--- config.mk ---
export PLATFORM = sky130hd
export DESIGN_NAME = acia_host_master
export DESIGN_NICKNAME = d
export VERILOG_FILES = /design/src/rtl/acia_host_master.sv
export SDC_FILE = /design/constraint.sdc
export NUM_CORES = 1
export LEC_CHECK = 0
export CAP_MARGIN = 20
export CORE_ASPECT_RATIO = 1.5
export CORE_MARGIN = 2
export CORE_UTILIZATION = 48
export DETAILED_ROUTE_END_ITERATION = 8
export PLACE_DENSITY = 0.78
export SYNTH_ARGS = -nofsm -noshare
export SYNTH_HDL_FRONTEND = slang
export SYNTH_SLANG_ARGS = --single-unit
export TNS_END_PERCENT = 30
--- constraint.sdc ---
create_clock -name phi2 -period 2.3 [get_ports phi2]
set_input_delay 0.345 -clock phi2 [delete_from_list [all_inputs] [get_ports phi2]]
set_output_delay 0.345 -clock phi2 [all_outputs]
set_load 0.005 [all_outputs]
--- src/rtl/acia_host_master.sv ---
`default_nettype none
// +----------------------------------------------------------------------------+
// | Module   : acia_host_master                                                |
// | Brief    : Bus initiator for the 6551 ACIA CPU port; initialises the part, |
// |            then polls status and moves bytes to/from valid/ready streams.  |
// | Revision : 1.0  initial release                                            |
// +----------------------------------------------------------------------------+
module acia_host_master #(
    parameter logic [7:0]  CTRL_INIT = 8'h1F,
    parameter logic [7:0]  CMD_INIT  = 8'h0B,
    parameter int unsigned POLL_GAP  = 0
) (
    input  logic       phi2,
    input  logic       reset,
    output logic       acia_cs,
    output logic       acia_rwn,
    output logic [1:0] acia_rs,
    output logic [7:0] acia_dout,
    input  logic [7:0] acia_din,
    input  logic [7:0] tx_data,
    input  logic       tx_valid,
    output logic       tx_ready,
    output logic [7:0] rx_data,
    output logic       rx_valid,
    input  logic       rx_ready,
    output logic [2:0] err,
    input  logic       err_clr,
    output logic       init_done
);

    localparam logic [3:0] INIT_RST  = 4'd0;
    localparam logic [3:0] INIT_CTRL = 4'd1;
    localparam logic [3:0] INIT_CMD  = 4'd2;
    localparam logic [3:0] STAT_RD   = 4'd3;
    localparam logic [3:0] EVAL      = 4'd4;
    localparam logic [3:0] RX_RD     = 4'd5;
    localparam logic [3:0] TX_WR     = 4'd6;
    localparam logic [3:0] GAP       = 4'd7;

    localparam logic [7:0] GAP_LOAD = (POLL_GAP == 0) ? 8'd0 : 8'(POLL_GAP - 1);

    logic [3:0] state;
    logic [3:0] state_nxt;
    // lead=1 marks the CS-high cycle that precedes an access of the same state
    logic       lead;
    logic       lead_nxt;

    logic       rdrf;
    logic       tdre;
    logic       prio_tx;
    logic [7:0] gap_cnt;

    logic       closing;
    logic       rx_ok;
    logic       tx_ok;
    logic       take_rx;
    logic       take_tx;
    logic [2:0] err_new;

    logic       cs_nxt;
    logic       rwn_nxt;
    logic [1:0] rs_nxt;
    logic [7:0] dout_nxt;
    logic       tx_ready_nxt;

    assign closing = !lead && (state != EVAL) && (state != GAP);
    assign rx_ok   = rdrf & ~rx_valid;
    assign tx_ok   = tdre & tx_valid;
    assign take_rx = rx_ok & (~tx_ok | ~prio_tx);
    assign take_tx = tx_ok & ~take_rx;
    assign err_new = (closing && (state == STAT_RD) && acia_din[3]) ? acia_din[2:0] : 3'b000;

    always_ff @(posedge phi2 or posedge reset) begin
        if (reset) begin
            state <= INIT_RST;
            lead  <= 1'b1;
        end else begin
            state <= state_nxt;
            lead  <= lead_nxt;
        end
    end

    always_comb begin
        state_nxt = state;
        lead_nxt  = lead;
        case (state)
            INIT_RST, INIT_CTRL, INIT_CMD: begin
                if (lead) begin
                    lead_nxt = 1'b0;
                end else begin
                    lead_nxt = 1'b1;
                    case (state)
                        INIT_RST:  state_nxt = INIT_CTRL;
                        INIT_CTRL: state_nxt = INIT_CMD;
                        default:   state_nxt = STAT_RD;
                    endcase
                end
            end
            STAT_RD: begin
                if (lead) begin
                    lead_nxt = 1'b0;
                end else begin
                    state_nxt = EVAL;
                end
            end
            // EVAL and GAP already provide the CS-high cycle, so go straight to the access
            EVAL: begin
                lead_nxt = 1'b0;
                if (take_rx) begin
                    state_nxt = RX_RD;
                end else if (take_tx) begin
                    state_nxt = TX_WR;
                end else if (POLL_GAP == 0) begin
                    state_nxt = STAT_RD;
                end else begin
                    state_nxt = GAP;
                end
            end
            RX_RD, TX_WR: begin
                state_nxt = STAT_RD;
                lead_nxt  = 1'b1;
            end
            GAP: begin
                lead_nxt = 1'b0;
                if (gap_cnt == 8'd0) begin
                    state_nxt = STAT_RD;
                end
            end
            default: begin
                state_nxt = INIT_RST;
                lead_nxt  = 1'b1;
            end
        endcase
    end

    always_comb begin
        cs_nxt       = 1'b1;
        rwn_nxt      = 1'b1;
        rs_nxt       = acia_rs;
        dout_nxt     = acia_dout;
        tx_ready_nxt = 1'b0;
        if (!lead_nxt) begin
            case (state_nxt)
                INIT_RST: begin
                    cs_nxt   = 1'b0;
                    rwn_nxt  = 1'b0;
                    rs_nxt   = 2'b01;
                    dout_nxt = 8'h00;
                end
                INIT_CTRL: begin
                    cs_nxt   = 1'b0;
                    rwn_nxt  = 1'b0;
                    rs_nxt   = 2'b11;
                    dout_nxt = CTRL_INIT;
                end
                INIT_CMD: begin
                    cs_nxt   = 1'b0;
                    rwn_nxt  = 1'b0;
                    rs_nxt   = 2'b10;
                    dout_nxt = CMD_INIT;
                end
                STAT_RD: begin
                    cs_nxt = 1'b0;
                    rs_nxt = 2'b01;
                end
                RX_RD: begin
                    cs_nxt = 1'b0;
                    rs_nxt = 2'b00;
                end
                TX_WR: begin
                    cs_nxt       = 1'b0;
                    rwn_nxt      = 1'b0;
                    rs_nxt       = 2'b00;
                    dout_nxt     = tx_data;
                    tx_ready_nxt = 1'b1;
                end
                default: ;
            endcase
        end
    end

    always_ff @(posedge phi2 or posedge reset) begin
        if (reset) begin
            acia_cs   <= 1'b1;
            acia_rwn  <= 1'b1;
            acia_rs   <= 2'b00;
            acia_dout <= 8'h00;
            tx_ready  <= 1'b0;
        end else begin
            acia_cs   <= cs_nxt;
            acia_rwn  <= rwn_nxt;
            acia_rs   <= rs_nxt;
            acia_dout <= dout_nxt;
            tx_ready  <= tx_ready_nxt;
        end
    end

    always_ff @(posedge phi2 or posedge reset) begin
        if (reset) begin
            rdrf      <= 1'b0;
            tdre      <= 1'b0;
            prio_tx   <= 1'b0;
            gap_cnt   <= 8'd0;
            rx_data   <= 8'h00;
            rx_valid  <= 1'b0;
            err       <= 3'b000;
            init_done <= 1'b0;
        end else begin
            if (closing && (state == STAT_RD)) begin
                rdrf <= acia_din[3];
                tdre <= acia_din[4];
            end
            if (closing && ((state == RX_RD) || (state == TX_WR))) begin
                prio_tx <= ~prio_tx;
            end
            if ((state != GAP) && (state_nxt == GAP)) begin
                gap_cnt <= GAP_LOAD;
            end else if (state == GAP) begin
                gap_cnt <= gap_cnt - 8'd1;
            end
            if (closing && (state == RX_RD)) begin
                rx_data  <= acia_din;
                rx_valid <= 1'b1;
            end else if (rx_valid && rx_ready) begin
                rx_valid <= 1'b0;
            end
            // a fresh error reported in the same cycle as a clear survives the clear
            if (err_clr) begin
                err <= err_new;
            end else begin
                err <= err | err_new;
            end
            if (closing && (state == INIT_CMD)) begin
                init_done <= 1'b1;
            end
        end
    end

endmodule
`default_nettype wire

# == Yosys cells after proc, flatten, opt, wreduce, memory -nomap -nowiden ==
# Index checks and enable logic that the tools add are counted.
# classes
add_sub_neg,1
multipliers,0
div_mod_pow,0
order_cmp,0
eq_ne,15
shifts,0
mux,23
bitwise,11
reduce_logical,27
# op_table
op,count
8-bit case mux with 4 select lines,1
"4-bit by 3-bit == test with 1-bit output, second input constant",7
4-bit case mux with 5 select lines,1
"4-bit by 2-bit == test with 1-bit output, second input constant",4
8-bit 2-to-1 mux,2
3-bit 2-to-1 mux,4
4-bit 2-to-1 mux,3
1-bit logical AND,9
1-bit 2-to-1 mux,9
"4-bit by 1-bit == test with 1-bit output, second input constant",2
4-bit zero test,2
8-bit zero test,1
"4-bit by 3-bit inequality test with 1-bit output, second input constant",2
2-bit case mux with 4 select lines,1
4-bit nonzero test,2
"8-bit by 1-bit subtractor with 8-bit output, second input constant",1
2-bit OR reduction,3
3-bit OR reduction,2
6-bit OR reduction,1
1-bit NOT,5
1-bit AND,4
2-bit case mux with 2 select lines,1
2-bit AND reduction,2
2-bit nonzero test,2
6 further kinds,6
# totals
reg_bits,42
latch_bits,0
ram_bits,0
romBits,0
in_bits,21
out_inout_bits,26
wordCells,92
n_memories,0

# == Logic depth before layout (Yosys ltp) ==
# logic_depth
depth_word,13
depth_mapped,8
ltp_nobuf,7

# == Worst setup path before layout ==
# No wires, ideal clock.
# synth_path
kind,reg2reg
from,reg lead
to,reg acia_dout[0]
setup_time_ns,0.123
arrival_ns,1.852
required_ns,2.177
setup_slack_ns,0.325
path_stages_with_launch,7
path_buffers,1
period_less_slack_ns,1.975
path_cell_list,dfstp_2 -> nor2b_4 -> mux2_4 -> or2_1 -> or3_1 -> buf_2 -> o221a_1
# synth_via
elab_chain_len,5
elab_cells_between_ends,13
cone_classes,3 x eq/ne; 6 x mux; 1 x bitwise; 3 x reduce/logical
# synth_lines
item,line_no,text
start: declaration,45,logic lead;
start signal: assignment,79,lead <= lead_nxt;
4-bit 2-to-1 mux (on tied branches),"100, 88",
4-bit case mux with 5 select lines,86,case (state)
4-bit by 3-bit == test with 1-bit output (tied with other cells),143,case (state_nxt)
4-bit nonzero test (no line),n/a,
2-bit AND reduction (no line),n/a,
end signal: assignment,193,acia_dout <= dout_nxt;
end: declaration,18,"output logic [7:0] acia_dout,"
# Several ways; a longest one is shown, not always the timed one.
# A chain may end at the register's enable or synchronous reset.

# == Worst setup path in the final report ==
# layout_path
from,reg state[0]
to,reg acia_dout[3]
# layout_via
elab_chain_len,7
elab_cells_between_ends,25
cone_classes,10 x eq/ne; 7 x mux; 1 x bitwise; 7 x reduce/logical
# layout_lines
item,line_no,text
start: declaration,42,logic [3:0] state;
start signal: assignment,78,state <= state_nxt;
4-bit by 1-bit == test with 1-bit output or 4-bit zero test (tied branches),"86, 92",
2-bit case mux with 2 select lines,92,case (state)
4-bit 2-to-1 mux,88,if (lead) begin
4-bit case mux with 5 select lines,86,
4-bit by 3-bit == test with 1-bit output (tied with other cells),143,
4-bit nonzero test (no line),n/a,
2-bit AND reduction (no line),n/a,
# Several ways; a longest one is shown, not always the timed one.

==> results.toml <==
[clock_tree]
numClockSinks = 42
insertion_delay_ns = 0.29
htree_levels = 2
cts_hold_buf = 0
cts_setup_buffers = 0
post_cts_resized = 0
cts_tree = "yes"
clk_pin_slew_worst_paths_ns = 0.08
cts_max_path_buffers = 2
cts-buffers-inserted = 5
cts_root_buf = "clkbuf_8"

[worst_setup_path]
r2r_cells = 5
critPathMaxFanout = 10
cp.depth = 5
arrival_ns = 2.36
cp_slowest_cell = "dfrtp_1"
r2r-start = "state[0]$_DFF_PP0_"
critical_path.top_delay_family = "simple AND/OR/NAND/NOR gates"
worstPathRequired_ns = 2.48
path_class = "register to register"
max_stage_delay_ns = 0.54
worstSetupStartpointType = "register"
end_kind = "register"
timing.critical_path.buf_inv = 0
worstPathCellList = "nor2b_4, mux2_4, or2_1, or3_1, o221a_1"
crit_path_start = "state[0]$_DFF_PP0_"

[global_route]
grt_pass1_vias = 1547
grt-busiest-layer = "met2"
gr-usage-met1_pct = 22.0
antenna_found_initial = 0
track_usage_pct = 21.0
gr-total-overflow = 0
grt_max_degree = 43
grt_pass1_wl_um = 6700
use_met2_pct = 37.6
grt_use_met3_pct = 5.39

[synthesis]
syn-cell-area_mm2 = 0.00187
synth_nets = 186
syn_avg_cell_area_um2 = 11.4
yosysWarningCount = 0
yosys-top-cells-area = "dfrtp_1 (52%), mux2_2 (4.8%), dfstp_2 (4.2%)"
ys_seq_area_share_pct = 56.4
synthFlopType = "dfrtp_1"
yosysMostFrequentCell = "dfrtp_1"
synthArstFlopShare_pct = 100
yosysUniqueCellTypes = 47
yosys-top-cells-count = "dfrtp_1 (39), inv_1 (15), nand2_1 (15)"
ys_ff_latch = 42
synth.top_cell.area_share_pct = 52.1
syn-instance-count = 164
yosys.area.top_type = "dfrtp_1"
synth-edff-count = 0

[floorplanning]
die_x_um = 55.0
rows = 27
die_area_mm2 = 0.00443
core_mm2 = 0.00372
pin_count = 47
start_util_pct = 50.4
die_y_um = 80.5

[timing]
slew_violations = 0
max_freq_mhz = 458
slew-limit-headroom_pct = 63.4
hold_viol = 0
tightest_slew_ns = 0.543
finClkSkew_ns = 0.00922
worst_slack_ns = 0.116
period_share_pct = 94.9
rsz0062_at_grt = "no"
min_period_ns = 2.18
finalSetupViolations = 0

[final_layout]
syn2layout_area_growth_pct = 37.0
fin_nets = 245
final_cells = 267
final_area_mm2 = 0.00256
n_antenna_cell = 0
drive_gt1_share_pct = 17.4

[place]
gp_congestion = 0.885
dpl.hpwl_um = 3200
io_buffers = 46
post-place-ws_ns = -0.174
place_area_mm2 = 0.00243
placed_cells = 259

[detailed_routing]
initialDrtViolationCount = 22
ant_nets = 0
drt_pre_antenna_iters = 4
avgRoutedWirePerCell_um = 15.6
vias = 1473
drc = 0
routed_via_density = 5.52
routed_wl_um = 4160

[power]
vdd_drop_max_v = 0.000629
power.density_mw_per_mm2 = 669
leakagePower_nw = 1.13

[outcome]
status = "completed"

[job]
maxCapViolations = 0

[worst_hold_path]
hold_class = "input port to async pin"
## power breakdown
part	switching [W]	leakage, nW	internal [W]
Clock	0.000246	0.0585	0.000354
Sequential	0.0000473	0.514	0.000798
Combinational	0.000103	0.553	0.000169
## final timing paths
path,to,slack (ns)
min in group phi2,init_done$_DFFE_PP0P_,0.49
hold reg to reg,init_done$_DFFE_PP0P_,0.49
max in group asynchronous,gap_cnt[5]$_DFFE_PP0P_,1.44
setup / recovery,acia_dout[3]$_DFFE_PP0P_,0.12
hold / removal,acia_dout[5]$_DFFE_PP0P_,0.48
setup reg to reg,acia_dout[3]$_DFFE_PP0P_,0.12
## layout by cell type (no fill, tap or decap), types with 4 or more instances in the layout
master,instances
nand2b_1,4
nand2_1,15
xnor2_1,5
clkbuf_8,6
dfrtp_1,39
inv_1,15
nor2_1,7
clkdlybuf4s50_1,46
nor2b_1,4
buf_4,9
mux2_2,8
o21ai_0,10
## kinds of logic after synthesis
| family | count (synthesis) | synth area share (%) |
|---|---|---|
| AND/OR/NAND/NOR | 51 | 14.5 |
| adder cells (fa/ha/maj) | 1 | 0.668 |
| multiplexers | 9 | 5.61 |
| AO/OA/AOI/OAI | 33 | 14.6 |
| other | 1 | 0.200 |
| buffers and inverters | 19 | 4.34 |
| XOR/XNOR | 8 | 3.74 |
| flip-flops | 42 | 56.4 |
## flip-flops by register name, indices dropped and copies added, names as in the netlist, 2 cells and up
register   flops
gap_cnt        8
rx_data        8
acia_rs        2
state          4
acia_dout      8
err            3
## layer usage
layer | part of all wire [%] | vias to the layer above
li1 | - | 689
met3 | 5.1 | 13
met5 | 0 | -
met2 | 54 | 41
met1 | 38 | 730
met4 | 2.8 | 0
## cell type report
class / count / area [µm²]
tap: 43 / 53.8
multi-input combinational: 103 / 752
clock buffer: 7 / 86.3
clock inverter: 1 / 30.0
sequential: 42 / 1050
fill: 290 / 1150
timing repair buffer: 55 / 528
inverter: 16 / 60.1
## worst reg2reg max path, delay by kind of cell (launching register included)
kind,cells,cell delay (ns)
compound gates,1,0.29
simple gates,3,0.91
mux,1,0.32
flops,1,0.54
## metrics by stage
stage          power (W)  hold slack (ns)  TNS (ns)  util [%]
2_1_floorplan   0.000965            0.441         0         -
3_3_place_gp     0.00112            0.455    -0.440      65.5
3_5_place_dp     0.00113            0.473    -0.942      65.5
4_1_cts          0.00173            0.492         0      68.6
5_1_grt          0.00179            0.515         0      69.0
6_report         0.00172            0.485         0      69.0
Note: power is estimated with default switching activity, not from simulation.
